--- src/rtl/keypad_pkg.sv ---
// Shared event type, code-width helper and default parameter values for the
// matrix keypad scanner.
package keypad_pkg;

   localparam int DEF_ROWS         = 4;
   localparam int DEF_COLS         = 4;
   localparam int DEF_SCAN_DIV     = 50000;
   localparam int DEF_DEB_SAMPLES  = 4;
   localparam int DEF_FIFO_DEPTH   = 4;
   localparam int DEF_REPEAT_DELAY = 16;
   localparam int DEF_REPEAT_RATE  = 4;

   // Widest code an 8x8 matrix can produce; narrower builds use the low bits.
   localparam int MAX_KW = 6;

   typedef struct packed {
      logic [MAX_KW-1:0] code;
      logic              press;
      logic              rpt;
   } key_event_t;

   function automatic int code_width(input int rows, input int cols);
      return (rows * cols <= 2) ? 1 : $clog2(rows * cols);
   endfunction

endpackage

--- src/rtl/keypad_debounce.sv ---
// One row's sample buffer: cleared at dwell start, shifted at each sample
// point, and reduced to an all-ones / all-zeros decision.
module keypad_debounce #(
   parameter int DEB_SAMPLES = 4
) (
   input  logic clk,
   input  logic rst,
   input  logic clr,
   input  logic smp,
   input  logic row,
   output logic all_one,
   output logic all_zero
);

   logic [DEB_SAMPLES-1:0] buf_q;
   logic [DEB_SAMPLES-1:0] buf_d;

   always_comb begin
      // NOTE: default assignment first so no path leaves buf_d unassigned (no latch).
      buf_d = buf_q;
      if (clr)
         buf_d = '0;
      else if (smp)
         buf_d = {buf_q[DEB_SAMPLES-2:0], row};
   end

   always_ff @(posedge clk or negedge rst) begin
      if (!rst)
         buf_q <= '0;
      else
         buf_q <= buf_d;
   end

   // Decision looks at the buffer including a sample landing this cycle.
   assign all_one  = &buf_d;
   assign all_zero = ~|buf_d;

endmodule

--- src/rtl/matrix_keypad_scanner.sv ---
// Column-scanning keypad controller with per-row debounce and an event FIFO.
// Define KEYPAD_REPEAT_EN to compile in auto-repeat of the last pressed key.
module matrix_keypad_scanner
   import keypad_pkg::*;
#(
   parameter int ROWS         = DEF_ROWS,
   parameter int COLS         = DEF_COLS,
   parameter int SCAN_DIV     = DEF_SCAN_DIV,
   parameter int DEB_SAMPLES  = DEF_DEB_SAMPLES,
   parameter int FIFO_DEPTH   = DEF_FIFO_DEPTH,
   parameter int REPEAT_DELAY = DEF_REPEAT_DELAY,
   parameter int REPEAT_RATE  = DEF_REPEAT_RATE,
   localparam int KW          = code_width(ROWS, COLS)
) (
   input  logic                 clk,
   input  logic                 rst,
   output logic [COLS-1:0]      c_pin,
   input  logic [ROWS-1:0]      r_pin,
   output logic                 key_valid,
   input  logic                 key_ready,
   output logic [KW-1:0]        key_code,
   output logic                 key_press,
   output logic                 key_repeat,
   output logic [ROWS*COLS-1:0] key_state,
   output logic                 ovf
);

   localparam int CW   = $clog2(SCAN_DIV + 1);
   localparam int CLW  = $clog2(COLS);
   localparam int RW   = $clog2(ROWS);
   localparam int AW   = $clog2(FIFO_DEPTH);
   localparam int HALF = SCAN_DIV / 2;
   localparam int STEP = (SCAN_DIV - HALF) / DEB_SAMPLES;

   if (ROWS < 2 || ROWS > 8 || COLS < 2 || COLS > 8 || DEB_SAMPLES < 2 || DEB_SAMPLES > 8 ||
       SCAN_DIV < 8 * ROWS || FIFO_DEPTH < 2 || (FIFO_DEPTH & (FIFO_DEPTH - 1)) != 0 ||
       REPEAT_DELAY < 1 || REPEAT_RATE < 1) begin : g_bad_params
      $error("matrix_keypad_scanner: parameter out of range");
   end

   logic [CW-1:0]   dwell_cnt, next_samp;
   logic [CLW-1:0]  col_idx;
   logic [ROWS-1:0] r_meta, r_sync;
   logic            dwell_end, dwell_start, sample_en;

   assign dwell_end   = dwell_cnt == CW'(SCAN_DIV - 1);
   assign dwell_start = dwell_cnt == '0;
   assign sample_en   = (dwell_cnt == next_samp) && (next_samp < CW'(HALF + DEB_SAMPLES * STEP));
   assign c_pin       = COLS'(1) << col_idx;

   always_ff @(posedge clk or negedge rst) begin
      // NOTE: non-blocking assignments so every register sees pre-edge values.
      if (!rst) begin
         dwell_cnt <= '0;
         next_samp <= CW'(HALF);
         col_idx   <= '0;
         r_meta    <= '0;
         r_sync    <= '0;
      end else begin
         r_meta <= r_pin;
         r_sync <= r_meta;
         if (dwell_end) begin
            dwell_cnt <= '0;
            next_samp <= CW'(HALF);
            col_idx   <= (col_idx == CLW'(COLS - 1)) ? '0 : col_idx + 1'b1;
         end else begin
            dwell_cnt <= dwell_cnt + 1'b1;
            if (sample_en)
               next_samp <= next_samp + CW'(STEP);
         end
      end
   end

   logic [ROWS-1:0] all_one, all_zero;

   for (genvar r = 0; r < ROWS; r++) begin : g_row
      keypad_debounce #(.DEB_SAMPLES(DEB_SAMPLES)) u_deb (
         .clk      (clk),
         .rst      (rst),
         .clr      (dwell_start),
         .smp      (sample_en),
         .row      (r_sync[r]),
         .all_one  (all_one[r]),
         .all_zero (all_zero[r])
      );
   end

   logic [ROWS-1:0] old_col, new_col, chg_col, rep_hit;

   always_comb begin
      old_col = key_state[int'(col_idx) * ROWS +: ROWS];
      new_col = (old_col | all_one) & ~all_zero;
      chg_col = old_col ^ new_col;
   end

`ifdef KEYPAD_REPEAT_EN
   localparam int TW = $clog2(((REPEAT_DELAY > REPEAT_RATE) ? REPEAT_DELAY : REPEAT_RATE) + 1);

   logic           rep_active, rep_first, rep_here, rep_due;
   logic [CLW-1:0] rep_col;
   logic [RW-1:0]  rep_row, top_new;
   logic [TW-1:0]  rep_cnt;
   logic [ROWS-1:0] new_press;

   // Timer advances once per frame, when the tracked key's own column is decided.
   always_comb begin
      new_press = chg_col & new_col;
      top_new   = '0;
      for (int r = 0; r < ROWS; r++)
         if (new_press[r]) top_new = RW'(r);
      rep_here = rep_active && (rep_col == col_idx);
      rep_due  = (rep_cnt + 1'b1) == (rep_first ? TW'(REPEAT_DELAY) : TW'(REPEAT_RATE));
      rep_hit  = '0;
      if (rep_here && new_col[rep_row] && new_press == '0 && rep_due)
         rep_hit[rep_row] = 1'b1;
   end

   always_ff @(posedge clk or negedge rst) begin
      if (!rst) begin
         rep_active <= 1'b0;
         rep_first  <= 1'b1;
         rep_col    <= '0;
         rep_row    <= '0;
         rep_cnt    <= '0;
      end else if (dwell_end) begin
         if (new_press != '0) begin
            rep_active <= 1'b1;
            rep_first  <= 1'b1;
            rep_col    <= col_idx;
            rep_row    <= top_new;
            rep_cnt    <= '0;
         end else if (rep_here) begin
            if (!new_col[rep_row]) begin
               rep_active <= 1'b0;
            end else if (rep_due) begin
               rep_cnt   <= '0;
               rep_first <= 1'b0;
            end else begin
               rep_cnt <= rep_cnt + 1'b1;
            end
         end
      end
   end
`else
   assign rep_hit = '0;
`endif

   logic [ROWS-1:0] pend_mask, pend_press, pend_rep;
   logic [CLW-1:0]  pend_col;
   logic [RW-1:0]   pend_row;
   logic            push;
   key_event_t      push_ev;

   always_comb begin
      pend_row = '0;
      for (int r = ROWS - 1; r >= 0; r--)
         if (pend_mask[r]) pend_row = RW'(r);
      push          = |pend_mask;
      push_ev.code  = MAX_KW'(int'(pend_col) * ROWS + int'(pend_row));
      push_ev.press = pend_press[pend_row];
      push_ev.rpt   = pend_rep[pend_row];
   end

   // key_state follows the debounce decision whatever the FIFO is doing.
   always_ff @(posedge clk or negedge rst) begin
      if (!rst) begin
         key_state  <= '0;
         pend_mask  <= '0;
         pend_press <= '0;
         pend_rep   <= '0;
         pend_col   <= '0;
      end else if (dwell_end) begin
         key_state[int'(col_idx) * ROWS +: ROWS] <= new_col;
         pend_mask  <= chg_col | rep_hit;
         pend_press <= new_col;
         pend_rep   <= rep_hit;
         pend_col   <= col_idx;
      end else if (push) begin
         pend_mask[pend_row] <= 1'b0;
      end
   end

   key_event_t    mem [FIFO_DEPTH];
   key_event_t    head;
   logic [AW-1:0] wr_ptr, rd_ptr;
   logic [AW:0]   count;
   logic          full, pop, do_push, unused_code_bits;

   assign full    = count == (AW + 1)'(FIFO_DEPTH);
   assign pop     = key_valid && key_ready;
   assign do_push = push && (!full || pop);

   // NOTE: storage array is not reset; reads are masked by key_valid instead.
   always_ff @(posedge clk) begin
      if (do_push)
         mem[wr_ptr] <= push_ev;
   end

   always_ff @(posedge clk or negedge rst) begin
      if (!rst) begin
         wr_ptr <= '0;
         rd_ptr <= '0;
         count  <= '0;
         ovf    <= 1'b0;
      end else begin
         ovf <= push && full && !pop;
         if (do_push) wr_ptr <= wr_ptr + 1'b1;
         if (pop)     rd_ptr <= rd_ptr + 1'b1;
         case ({do_push, pop})
            2'b10:   count <= count + 1'b1;
            2'b01:   count <= count - 1'b1;
            default: ;
         endcase
      end
   end

   assign head             = mem[rd_ptr];
   assign key_valid        = count != '0;
   assign key_code         = key_valid ? head.code[KW-1:0] : '0;
   assign key_press        = key_valid && head.press;
   assign key_repeat       = key_valid && head.rpt;
   assign unused_code_bits = |(head.code >> KW);

endmodule

--- config.mk ---
export PLATFORM = sky130hd
export DESIGN_NAME = matrix_keypad_scanner
export DESIGN_NICKNAME = d
export VERILOG_FILES = /design/src/rtl/keypad_pkg.sv /design/src/rtl/keypad_debounce.sv /design/src/rtl/matrix_keypad_scanner.sv
export SDC_FILE = /design/constraint.sdc
export NUM_CORES = 1
export LEC_CHECK = 0
export BUFFER_PORTS_ARGS = -buffer_cell sky130_fd_sc_hd__clkbuf_2
export CAP_MARGIN = 10
export CORE_ASPECT_RATIO = 0.5
export CORE_MARGIN = 5
export CORE_UTILIZATION = 60
export DETAILED_ROUTE_END_ITERATION = 12
export PLACE_DENSITY = 0.79
export SYNTH_ARGS = -nofsm -noshare
export SYNTH_HDL_FRONTEND = slang
export SYNTH_SLANG_ARGS = --single-unit
--- constraint.sdc ---
create_clock -name clk -period 2.7 [get_ports clk]
set_input_delay 0.27 -clock clk [delete_from_list [all_inputs] [get_ports clk]]
set_output_delay 0.27 -clock clk [all_outputs]
set_load 0.05 [all_outputs]
# ---- Word-level counts from Yosys, hierarchy flattened
# Memories as Yosys holds them, arrays and structs flattened.
# Cells that the tools add are included.
dict set report totals {
  ramBits 28
  output_inout_bits 28
  inputBits 7
  regBits 92
  n_memories 1
}
dict set report classes {
  n_addsub 9
  mux 29
  order_cmp 3
  n_reduce_logical 29
  n_shift 4
  n_bitwise 6
  n_eq_ne 6
}
# name words word_bits read_ports rd_ports_with_merged_regs wr line
set mem_list {}
lappend mem_list {mem 4 7 1 0 1 matrix_keypad_scanner.sv:183} ;# key_event_t mem [FIFO_DEPTH];
# cell n
set ops {}
lappend ops {{16-bit two-way mux} 3}
lappend ops {{4-bit two-way mux} 11}
lappend ops {{4-bit negation with 33-bit output} 1}
lappend ops {{4-bit by 33-bit variable shift with 16-bit output, first input constant} 1}
lappend ops {{4-bit by 33-bit indexed part select with 16-bit output} 1}
lappend ops {{4-bit OR reduction} 5}
lappend ops {{16-bit by 1-bit adder with 16-bit output, second input constant} 1}
lappend ops {{16-bit by 13-bit adder with 16-bit output, second input constant} 1}
lappend ops {{16-bit bitwise mux} 1}
lappend ops {{16-bit equality test} 1}
lappend ops {{16-bit equality test, second input constant} 1}
lappend ops {{16-bit logical NOT} 1}
lappend ops {{16-bit < comparator, second input constant} 1}
lappend ops {{4-bit AND reduction} 4}
lappend ops {{16-bit by 5-bit indexed part select with 4-bit output} 1}
lappend ops {{2-bit two-way mux} 5}
lappend ops {{4-bit bitwise AND} 2}
lappend ops {{1-bit logical AND} 8}
lappend ops {{4-bit NOT} 2}
lappend ops {{2-bit by 1-bit adder with 2-bit output, second input constant} 3}
lappend ops {{1-bit logical NOT} 6}
lappend ops {{3-bit one-hot mux with 2 select lines} 1}
lappend ops {{2-bit nonzero test} 3}
lappend ops {{4-bit by 2-bit adder with 5-bit output} 1}
lappend ops {{15 further kinds} 21}

# ---- Depth between registers and ports, before layout
dict set report depth {
  word_depth 12
  mapped_depth 11
}

# ---- Hierarchy
# From an unflattened synthesis, not the netlist that was laid out.
dict set report hier_totals {
  hier_cells 511
  area_unflattened_um2 5451.5
}
# mod seq_area_each_um2 area_each_um2 instances cells_each
set by_module_without_submodules {}
lappend by_module_without_submodules {matrix_keypad_scanner 2484.9 4745.8 1 451}
lappend by_module_without_submodules {keypad_debounce 100.1 176.4 4 15}

# ---- Worst setup path before layout
# OpenSTA, ideal clock, no wires.
dict set report synth_timing {
  kind {reg-to-reg}
  startpoint {register count[1]}
  endpoint {register count[2]}
  path_slack_ns 0.259
  arrival_time_ns 2.361
  synth_period_minus_slack_ns 2.441
  setup_time_ns 0.079
  path_stages_with_launch 11
  t_required_ns 2.621
  path_cell_list {dfrtp_1 > or4b_2 > nor2b_1 > clkbuf_1 > inv_1 > ha_1 > inv_1 > fa_1 > xor2_1 > nor2_1 > xor2_1}
}
dict set report synth_via {
  elab_chain_cells 6
  word_cells_on_any_way 12
}
# item line
set synth_rtl {}
lappend synth_rtl {{from (decl)} matrix_keypad_scanner.sv:186} ;# logic [AW:0] count;
lappend synth_rtl {{from (signal assigned)} matrix_keypad_scanner.sv:210} ;# 2'b10: count <= count + 1'b1;
lappend synth_rtl {{from (signal assigned)} matrix_keypad_scanner.sv:211} ;# 2'b01: count <= count - 1'b1;
lappend synth_rtl {{3-bit equality test or 3-bit nonzero test (tied branches)} {matrix_keypad_scanner.sv:189, matrix_keypad_scanner.sv:218}}
lappend synth_rtl {{1-bit logical NOT or 1-bit logical AND (tied branches)} {matrix_keypad_scanner.sv:191, matrix_keypad_scanner.sv:190}}
lappend synth_rtl {{1-bit logical OR} matrix_keypad_scanner.sv:191} ;# assign do_push = push && (!full || pop);
lappend synth_rtl {{1-bit logical AND} matrix_keypad_scanner.sv:191}
lappend synth_rtl {{2-bit by 1-bit equality test with 1-bit output or 2-bit equality test (tied branches)} matrix_keypad_scanner.sv:209} ;# case ({do_push, pop})
lappend synth_rtl {{3-bit one-hot mux with 2 select lines or 2-bit nonzero test (tied branches)} --}
# Parallel ways exist; a longest one is shown, timed or not.
# A chain may end at the register's enable or synchronous reset.

# ---- Worst setup path after layout
# Ends and elaborated chain as after synthesis.

==> impl_metrics.env <==
export IMPL_r2r_cells=9
export IMPL_cp_arrival_ps=2780
export IMPL_numCtsBuffers=9
export IMPL_ios=35
export IMPL_clk_latency_ps=350
export IMPL_ys_async_sr_fraction_pct=82.0
export IMPL_required_ps=2980
export IMPL_status="complete, no violations"
export IMPL_start_util_pct=62.7
export IMPL_drtAntennaViolNets=0
export IMPL_crit_path_end_kind="flip-flop"
export IMPL_synth_simple_area_share_pct=17.5
export IMPL_power_density_nw_per_um2=529
export IMPL_via_count=3992
export IMPL_yosys_warnings=0
export IMPL_synthAdderAreaFrac_pct=3.95
export IMPL_die_area_um2=11400
export IMPL_synth_ff_type="dfrtp_1"
export IMPL_postCtsSetupBuffers=0
export IMPL_period_needed_ps=2510
export IMPL_finalHoldViolCount=0
export IMPL_wl_per_cell_um=17.7
export IMPL_relSlewSlack_pct=59.2
export IMPL_start_kind="flip-flop"
export IMPL_maxCapViolCount=0
export IMPL_synth_compound_gate_area_share_pct=7.90
export IMPL_skew_ps=4.29
export IMPL_hold_path_class="in -> reg"
export IMPL_place_inst=658
export IMPL_drive_above_1_share_pct=16.5
export IMPL_cts_buffer_depth=2
export IMPL_clock_sinks=111
export IMPL_rows=24
export IMPL_syn_instance_count=515
export IMPL_slew_viol_final=0
export IMPL_drtIter0Drc=334
export IMPL_die_x_um=146
export IMPL_htree_levels=3
export IMPL_grt_pass1_wl_mm=20.7
export IMPL_setup_viol=0
export IMPL_yosys_area_share_xor_xnor_pct=7.07
export IMPL_drcViolationCount=0
export IMPL_grt_ovfl_total=0
export IMPL_die_y_um=78.2
export IMPL_final_nets=577
export IMPL_portBuffers=33
export IMPL_post_route_util_pct=69.6
export IMPL_grtUsageTotal_pct=22.5
export IMPL_diodes=0
export IMPL_leakage_nw=2.70
export IMPL_fmax_mhz=399
export IMPL_synth_distinct_cells=57
export IMPL_critical_path_class="reg -> reg"
export IMPL_post_route_period_util_pct=92.8
export IMPL_syn2layout_area_growth_pct=10.9
export IMPL_critPathMaxFanout=8
export IMPL_irDropWorstVdd_mv=0.355
export IMPL_dp_hpwl_mm=8.61
export IMPL_synth_enable_flop_cells=20
export IMPL_cts_tree="yes"
export IMPL_place_congestion=0.896
export IMPL_core_area_um2=8890
export IMPL_fin_tns_setup_ps=0
export IMPL_whs_path_depth=1
export IMPL_ys_ff_latch=111
export IMPL_grt_start_max_net_pins=48
export IMPL_yosysSeqAreaShare_pct=51.7
export IMPL_dr_pass1_iters=5
export IMPL_tightest_slew_ps=611
export IMPL_syn_avg_cell_area_um2=10.8
export IMPL_clkSlewWorstSetupHoldPaths_ps=70
export IMPL_synth_top_family_by_area="simple AND/OR/NAND/NOR gates"
export IMPL_drt_wl_total_mm=11.9
export IMPL_syn_area_um2=5580
export IMPL_viasPerCell=5.91
export IMPL_syn_nets=539
export IMPL_grt_pass1_vias=4045
export IMPL_synth_mux_area_share_pct=7.54
export IMPL_fin_cells=675
export IMPL_antenna_found_initial=0
export IMPL_rsz0062_at_grt="no"
export IMPL_root_buffer="clkbuf_16"
## layout by cell type (no fill, tap or decap), types with 4 or more instances in the layout
master	Yosys	final
and2_1	13	12
or3_1	6	6
xor2_1	19	19
mux2i_1	24	24
clkbuf_2	2	32
mux4_2	7	7
buf_4	1	20
nand3_1	21	21
inv_1	17	17
clkbuf_16	0	9
o21ai_0	31	31
nand4_1	9	9
a21oi_1	16	16
or4bb_1	4	4
xnor2_1	26	26
nor2_1	53	53
and3_1	5	5
dfstp_2	6	6
nand2_1	51	51
ha_1	16	16
nor3_1	7	7
edfxtp_1	20	20
dfrtp_1	85	85
## path summary, 6_finish.rpt
kind	startpoint	end	slack (ps)
min in group asynchronous	rst	ovf	460
hold / removal	r_pin[2]	r_meta[2]	20
setup reg to reg	count[1]	count[2]	190
hold reg to reg	r_meta[0]	r_sync[0]	350
max in group asynchronous	rst	next_samp[14]	1520
setup / recovery	count[1]	count[2]	190
## per-layer routing
layer,up-vias,share of wire (%),track usage (%),wire length (um)
met1,1973,46,31.8,5500
met5,-,0,0,0
met3,16,7.6,6.44,911
met4,0,1.1,5.25,134
met2,139,45,34.9,5400
li1,1864,-,-,-
## critical path, stage by stage, from the launching register on
cell     delay (ps)
dfrtp_1         400
or4b_2          690
nor2b_1         240
inv_1            90
ha_1            170
inv_1            60
fa_1            370
xor2_1          150
nor2_1          110
xor2_1          150
## report_power, final
part	switching, W	leakage (nW)	internal, W
logic	0.000121	1.16	0.000103
clock network	0.000609	0.127	0.000626
registers	0.0000714	1.42	0.00174
## registers in the layout, summed over array words and instances (netlist names), 3 cells and up
signal	flops
mem	20
pend_press	4
g_row.u_deb.buf_q	16
r_meta	4
next_samp	15
count	3
r_sync	4
pend_mask	4
key_state	16
dwell_cnt	16
## timing repair
action | in CTS | in global routing
hold endpoints to repair | 39 | 0
setup endpoints to repair | 0 | 9
resized for setup | 0 | 1
hold buffers | 1 | 0
## per-stage QoR
step	instance area, um2	power, W	setup slack [ps]	hold WS, ps
finish	6190	0.00327	194	20.8
global route	6190	0.00341	25.8	13.8
CTS	6180	0.00330	158	15.3
detailed placement	5900	0.00208	181	318
global placement	5900	0.00206	211	306
floorplan	5580	0.00201	259	-25.6
## area by class of cell
cell class / instances / area, um2
inverter: 17 / 63.8
sequential: 111 / 2890
clock buffer: 9 / 225
clock inverter: 7 / 48.8
timing repair buffer: 55 / 360
tap: 117 / 146
multi-input combinational: 359 / 2460
fill: 629 / 2700
## cell usage after synthesis (all sizes together) (3+ instances only)
library cell / count / share of area, %
nand4b: 3 / 0.47
mux2i: 24 / 4.3
o21ai: 34 / 3.1
edfxtp: 20 / 11
a21o: 3 / 0.40
nor3: 7 / 0.63
nand3: 21 / 1.9
xnor2: 26 / 4.1
mux4: 7 / 2.8
ha: 16 / 3.6
buf: 19 / 2.5
nor2b: 3 / 0.34
a21oi: 16 / 1.4
nor2: 53 / 3.6
and2: 13 / 1.5
a211oi: 3 / 0.40
dfrtp: 85 / 38
clkbuf: 9 / 0.65
or3: 6 / 0.67
nand4: 9 / 1.0
nand2: 51 / 3.4
or4bb: 4 / 0.81
xor2: 19 / 3.0
inv: 17 / 1.1
and3: 5 / 0.56
nor4: 4 / 0.83
o22ai: 3 / 0.34
dfstp: 6 / 2.8
## kinds of logic (layout without fill, tap and decap cells)
logic type / Yosys count / count (layout)
other: 1 / 1
AOI/OAI and AO/OA: 73 / 73
adders and majority gates: 17 / 17
xor gates and xnor gates: 45 / 45
muxes: 33 / 33
and+or+nand+nor: 190 / 190
buffers and inverters: 45 / 88
DFF: 111 / 111
Note: power is estimated with default switching activity, not from simulation.
